File: src/rtl/edge_window_ctrl.sv
// Frame sequencer for a 5x5 edge kernel: four line buffers feed a sliding 5x5 window,
// and the kernel's combinational result is registered out with valid/ready.
module edge_window_ctrl #(
    parameter int unsigned IMG_W = 64,
    parameter int unsigned IMG_H = 64
) (
    input  logic         clk,
    input  logic         rst_n,
    input  logic         start,
    input  logic         in_valid,
    output logic         in_ready,
    input  logic [7:0]   in_pixel,
    output logic [199:0] window_out,
    input  logic [7:0]   pixel_in,
    output logic         out_valid,
    input  logic         out_ready,
    output logic [7:0]   out_pixel,
    output logic         busy,
    output logic         done
);

    localparam int unsigned AW       = $clog2(IMG_W);
    localparam logic [11:0] COL_LAST = 12'(IMG_W - 1);
    localparam logic [11:0] ROW_LAST = 12'(IMG_H - 1);

    typedef enum logic [1:0] {StIdle, StRun, StDrain} state_t;

    state_t         state_q;
    logic [11:0]    col_q;
    logic [11:0]    row_q;
    logic           win_pend_q;
    logic [7:0]     lbuf [4][IMG_W];
    logic [AW-1:0]  idx;
    logic           advance;
    logic           accept;
    logic           complete;
    logic           last_pix;
    logic [199:0]   win_next;

    assign idx      = col_q[AW-1:0];
    assign advance  = !out_valid || out_ready;
    assign in_ready = (state_q == StRun) && advance;
    assign accept   = in_valid && in_ready;
    assign complete = (row_q >= 12'd4) && (col_q >= 12'd4);
    assign last_pix = (row_q == ROW_LAST) && (col_q == COL_LAST);

    // Shift each row left; the new right column is the vertical slice at col, oldest on top.
    always_comb begin
        win_next = '0;
        for (int r = 0; r < 5; r++) begin
            for (int c = 0; c < 4; c++) begin
                win_next[(r*5+c)*8 +: 8] = window_out[(r*5+c+1)*8 +: 8];
            end
        end
        win_next[4*8  +: 8] = lbuf[3][idx];
        win_next[9*8  +: 8] = lbuf[2][idx];
        win_next[14*8 +: 8] = lbuf[1][idx];
        win_next[19*8 +: 8] = lbuf[0][idx];
        win_next[24*8 +: 8] = in_pixel;
    end

    // Line buffers carry no reset: stale contents never reach an emitted window.
    always_ff @(posedge clk) begin
        if (accept) begin
            lbuf[0][idx] <= in_pixel;
            for (int j = 1; j < 4; j++) begin
                lbuf[j][idx] <= lbuf[j-1][idx];
            end
        end
    end

    always_ff @(posedge clk or negedge rst_n) begin
        if (!rst_n) begin
            state_q    <= StIdle;
            col_q      <= '0;
            row_q      <= '0;
            win_pend_q <= 1'b0;
            window_out <= '0;
            out_valid  <= 1'b0;
            out_pixel  <= '0;
            busy       <= 1'b0;
            done       <= 1'b0;
        end else begin
            done <= 1'b0;
            unique case (state_q)
                StIdle: begin
                    if (start) begin
                        state_q <= StRun;
                        busy    <= 1'b1;
                        col_q   <= '0;
                        row_q   <= '0;
                    end
                end
                StRun: begin
                    if (accept && last_pix) state_q <= StDrain;
                end
                StDrain: begin
                    // Leave only once the last result has been handed off or never existed.
                    if (!win_pend_q && advance) begin
                        state_q <= StIdle;
                        busy    <= 1'b0;
                        done    <= 1'b1;
                    end
                end
                default: state_q <= StIdle;
            endcase

            if (accept) begin
                window_out <= win_next;
                if (col_q == COL_LAST) begin
                    col_q <= '0;
                    row_q <= row_q + 12'd1;
                end else begin
                    col_q <= col_q + 12'd1;
                end
            end

            if (advance) begin
                out_valid <= win_pend_q;
                if (win_pend_q) out_pixel <= pixel_in;
                win_pend_q <= accept && complete;
            end
        end
    end

endmodule
File: config.mk
export PLATFORM = sky130hd
export DESIGN_NAME = edge_window_ctrl
export DESIGN_NICKNAME = d
export VERILOG_FILES = /design/src/rtl/edge_window_ctrl.sv
export SDC_FILE = /design/constraint.sdc
export NUM_CORES = 2
export LEC_CHECK = 0
export ABC_AREA = 0
export CORE_ASPECT_RATIO = 0.6
export CORE_MARGIN = 3
export CORE_UTILIZATION = 50
export DETAILED_ROUTE_END_ITERATION = 7
export PLACE_DENSITY = 0.69
export SYNTH_ARGS = -nofsm -noshare
export SYNTH_HDL_FRONTEND = slang
export SYNTH_SLANG_ARGS = --single-unit
File: constraint.sdc
create_clock -name clk -period 10.6 [get_ports clk]
set_input_delay 2.12 -clock clk [delete_from_list [all_inputs] [get_ports clk]]
set_output_delay 2.12 -clock clk [all_outputs]
set_load 0.005 [all_outputs]
# --- Word level (Yosys, flattened, before mapping) ---
# Memory sizes are Yosys's and may differ from the RTL's.
# Cells that the tools add are included.
word_totals:
  register_bits: 238
  ramBits: 2048
  word_cells: 76
  memories: 1
mem_list:
  columns: ["memory", "words", "width", "rd", "rd_clocked_by_memory_dff", "wr", "line", "text"]
  rows:
  - ["lbuf", 4, 512, 4, 0, 4, "32", "logic [7:0] lbuf [4][IMG_W];"]
classes:
  addsub: 2
  order_cmp: 4
  n_eq_ne: 7
  mux: 33
  n_bitwise: 1
  reduce_logical: 19
op_table:
  columns: ["operator", "n"]
  rows:
  - ["two-way mux 512 bit", 1]
  - ["binary-select mux 8 bit (select 6 bit)", 4]
  - ["two-way mux 12 bit", 8]
  - ["two-way mux 8 bit", 9]
  - ["demux 8 bit (select 6 bit)", 1]
  - ["adder 12 x 1 -> 12 bit, second input constant", 2]
  - ["equality test 12 x 6 -> 1 bit, second input constant", 2]
  - ["greater-or-equal comparator 12 x 3 -> 1 bit, second input constant", 2]
  - ["logical AND 1 bit", 8]
  - ["greater-or-equal comparator 7 bit, second input constant", 1]
  - ["less-than comparator 7 x 1 -> 1 bit, second input constant", 1]
  - ["inverter 6 -> 7 bit", 1]
  - ["two-way mux 2 bit", 3]
  - ["one-hot mux 2 bit (3 select lines)", 1]
  - ["AND reduction 3 bit", 2]
  - ["nonzero test 2 bit", 3]
  - ["two-way mux 1 bit", 5]
  - ["!= test 2 bit, second input constant", 2]
  - ["AND reduction 2 bit", 2]
  - ["equality test 2 x 1 -> 1 bit, second input constant", 1]
  - ["equality test 2 bit, second input constant", 1]
  - ["zero test 1 bit", 2]
  - ["zero test 2 bit", 1]
  - ["!= test 2 x 1 -> 1 bit, second input constant", 1]
  - ["other kinds (2)", 2]

# --- Depth between registers and ports, before layout ---
depth:
  depth_word: 7
  ltp_mapped: 12

# --- Worst setup path after synthesis ---
# Ideal clock, no wire load.
synth_path:
  path_type: "input to register"
  startpoint: "in out_ready"
  endpoint: "mem lbuf[0][480] (netlist bit), enable pin"
  arrival_ns: 5.789
  required_time_ns: 10.098
  slack_ns: 4.309
  path_stages: 4
  path_cell_list: "nand2b_1 nand3_1 clkbuf_1 nor4_1"
synth_lines:
  columns: ["item", "line", "text"]
  rows:
  - ["start, declared", "16", "input logic out_ready,"]
  - ["end, declared", "32", null]

# --- Worst setup path in the final report ---
layout_path:
  startpoint: "reg col_q[1]"
  endpoint: "reg window_out[112]"
layout_via:
  elab_chain_len: 4
layout_lines:
  columns: ["item", "line", "text"]
  rows:
  - ["start, declared", "29", "logic [11:0] col_q;"]
  - ["start signal, assigned", "114", "col_q <= col_q + 12'd1;"]
  - ["inverter 6 -> 7 bit (not written as such)", "57", "win_next[14*8 +: 8] = lbuf[1][idx];"]
  - ["binary-select mux 8 bit (select 6 bit)", "57", null]
  - ["two-way mux 8 bit (not written as such) (2 in a row)", "57", null]
  - ["named net win_next[112]", "38", "logic [199:0] win_next;"]
  - ["end signal, assigned", "109", "window_out <= win_next;"]
  - ["end, declared", "13", "output logic [199:0] window_out,"]
# The timed path passes the listed nets, and every way through them passes these cells. The select of a mux whose other input is x is not followed.
# A chain may end at the register's enable or synchronous reset.

==> flow_summary.ini <==
[drt]
vias = 50582
first_pass_iters = 8
finalWirelength_mm = 243
drt_iter0_drc = 8307
drc = 0
vias_per_cell = 6.46
postRouteAntennaNets = 0
post_drt_wl_per_cell_um = 31.0

[critical_path]
cpMaxStageDelayCell = nand4_1
critPathCaptureType = register
cpMostUsedCell = buf_4
worstPathArrival_ns = 7.02
criticalPathCategory = register to register
worstPathMaxFanout = 111
rr_worst_depth = 8
crit_chain = buf_4 -> nand2b_4 -> buf_12 -> o221ai_1 -> a32oi_1 -> nand4_1 -> buf_4 -> mux2_2
required_ns = 11.31
critPathMaxStageDelay_ns = 0.98
startpoint_type = register

[power_and_ir_drop]
p_switching_w = 0.0101
p_int_w = 0.0186
p_sw_share_pct = 35.3
clockPowerShare_pct = 25.2
pwr-share-seq_pct = 43.5
ir_drop_v = 0.000337
power-per-cell-area_nw_per_um2 = 290
p_leak_nw = 32.4
combPwrFrac_pct = 31.3

[placed_design]
dp_cells = 7478
numPortBuffers = 232
gp_congestion = 0.926
pre_cts_ws_ns = 4.62
dp_hpwl_mm = 143

[final_layout]
layout.cells.non_filler = 7836
multiInputGateArea_um2 = 18800
fillers = 12927
seqCellArea_um2 = 67500
drive_gt1_share_pct = 11.3
area_growth_pct = 11.8
nNetsFinal = 5363

[synth]
synth_seq_cells = 2286
async_flop_share_pct = 10.4
ys_dominant_reg_cell = edfxtp_1
syn_area_um2 = 88400
yosysSeqAreaShare_pct = 76.3
synth.area.top_cells = edfxtp_1, dfrtp_1, mux2i_1
synth-edff-count = 2048
yosysUniqueCellTypes = 64
yosys_warnings = 0
netlist_instances = 5294
synth_nets = 5319
yosysTopAreaCell = edfxtp_1
synth_top_area_share_pct = 69.6
synth.most_common_cell = edfxtp_1
avgSynthCellArea_um2 = 16.7
synthTopCellsByCount = edfxtp_1, nand2_1, mux2i_1

[hold_path]
min-delay-path-class = register to register
whs_path_depth = 2

[clocking]
clk_latency_ns = 0.87
cts.reportedPaths.clkPinSlew_ns = 0.07
cts_resized = 0
cts-root-buf = clkbuf_16
cts.path.max_buffers = 4
post_cts_buffers = 0
numCtsBuffers = 198
cts_tree = done
cts.sinks = 2286
cts_max_level = 4
holdBufCountCts = 0

[sta]
rsz0062_at_grt = no
layout_min_cycle_time_ns = 6.31
worst_pin_slew_ns = 1.35
fmax_mhz = 159
report.final.slew_viol_count = 0
fin_skew_ns = 0.0898
hold_violations = 0
setup_viol = 0
period_share_pct = 59.5
slew-limit-headroom_pct = 9.09
tns_ns = 0
fin_ws_ns = 4.29

[floorplanning]
rows = 118
io_pins = 233
die_h_um = 332
dieArea_um2 = 182000
core_area_um2 = 174000
initial_core_util_pct = 50.8
dieWidth_um = 549

[global_route]
track_usage_pct = 26.0
grt_max_degree = 178
grt_pass1_wl_mm = 346
grt_pass1_vias = 47256
antenna_found_initial = 18
overflow = 0

[status]
status = completed

[job]
maxCapViolCount = 0
## power groups by stage
stage | Clock (W) | Sequential, W | Combinational, W
after floorplan | 0 | 0.0126 | 0.00469
after global placement | 0 | 0.0127 | 0.00853
after detailed placement | 0 | 0.0127 | 0.00869
after CTS | 0.00726 | 0.0125 | 0.00871
after global routing | 0.00762 | 0.0125 | 0.00930
final | 0.00723 | 0.0125 | 0.00900
## logic make-up after synthesis
group           share of synthesized area (%)
buf+inv                                  3.10
flops                                    76.3
compound gates                           9.23
xor+xnor                               0.0594
simple gates                             3.84
fa+ha+maj                              0.0566
mux                                      7.42
## registers in the layout, indices dropped and copies added (netlist names)
register and count:
lbuf 2048, out_valid 1, done 1, busy 1, win_pend_q 1, window_out 200
state_q 2, col_q 12, out_pixel 8, row_q 12
## layer usage
| metal | up-vias | global-route usage (%) | wire [µm] |
|---|---|---|---|
| li1 | 20975 | - | - |
| met1 | 25769 | 38.8 | 98800 |
| met5 | - | 1.47 | 335 |
| met2 | 3392 | 35.2 | 100000 |
| met3 | 440 | 10.5 | 36700 |
| met4 | 6 | 6.86 | 7250 |
## per-stage QoR
stage / total power, W / util (%) / hold WS, ns / cell area [µm²]
floorplan: 0.0173 / - / 0.438 / 88400
global placement: 0.0212 / 53.2 / 0.458 / 92600
detailed placement: 0.0214 / 53.2 / 0.462 / 92600
CTS: 0.0284 / 56.8 / 0.478 / 98800
global route: 0.0295 / 56.8 / 0.498 / 98800
finish: 0.0287 / 56.8 / 0.473 / 98900
## area by class of cell
type,count,area share (%)
multi-input cells,2486,19.0
repair buffers,357,3.38
flip-flops and latches,2286,68.2
clock inverters,103,1.06
diodes,7,0.0177
well taps,2340,2.96
clock buffers,248,5.30
inverters,9,0.0418
## worst max-delay path, delay by kind of cell, from the launching register on
kind / cells / cell delay (ns)
compound gates: 2 / 1.30
flops: 1 / 0.73
simple gates: 2 / 1.57
buf+inv: 3 / 1.68
mux: 1 / 0.40
## layout by cell type, fill, tap and decap left out, types with 25 or more instances in the layout
cell type / Yosys / final
a21oi_1: 100 / 100
a221o_1: 109 / 109
a221oi_1: 267 / 267
a22oi_1: 98 / 98
a32oi_1: 25 / 25
buf_4: 174 / 116
clkbuf_1: 227 / 41
clkbuf_16: 0 / 199
clkdlybuf4s50_1: 0 / 223
clkinv_1: 0 / 46
clkinv_2: 0 / 28
dfrtp_1: 238 / 235
edfxtp_1: 2048 / 2048
mux2_2: 54 / 54
mux2i_1: 492 / 492
mux4_2: 45 / 45
nand2_1: 581 / 580
nand4_1: 28 / 28
nor2_1: 105 / 38
nor2_4: 0 / 63
o211ai_1: 28 / 28
o21ai_0: 144 / 144
o221ai_1: 26 / 26
o22a_1: 123 / 123
o22ai_1: 80 / 80
or2_2: 30 / 30
## worst paths after layout
kind	from	end	slack, ns
min in group asynchronous	rst_n	window_out[150]$_DFFE_PN0P_	1.34
max in group asynchronous	rst_n	window_out[103]$_DFFE_PN0P_	7.85
hold reg to reg	window_out[43]$_DFFE_PN0P_	window_out[43]$_DFFE_PN0P_	0.47
setup / recovery	col_q[1]$_DFFE_PN0P_	window_out[112]$_DFFE_PN0P_	4.29
setup reg to reg	col_q[1]$_DFFE_PN0P_	window_out[112]$_DFFE_PN0P_	4.29
hold / removal	window_out[43]$_DFFE_PN0P_	window_out[43]$_DFFE_PN0P_	0.47
Power figures use the tool's default switching activity.
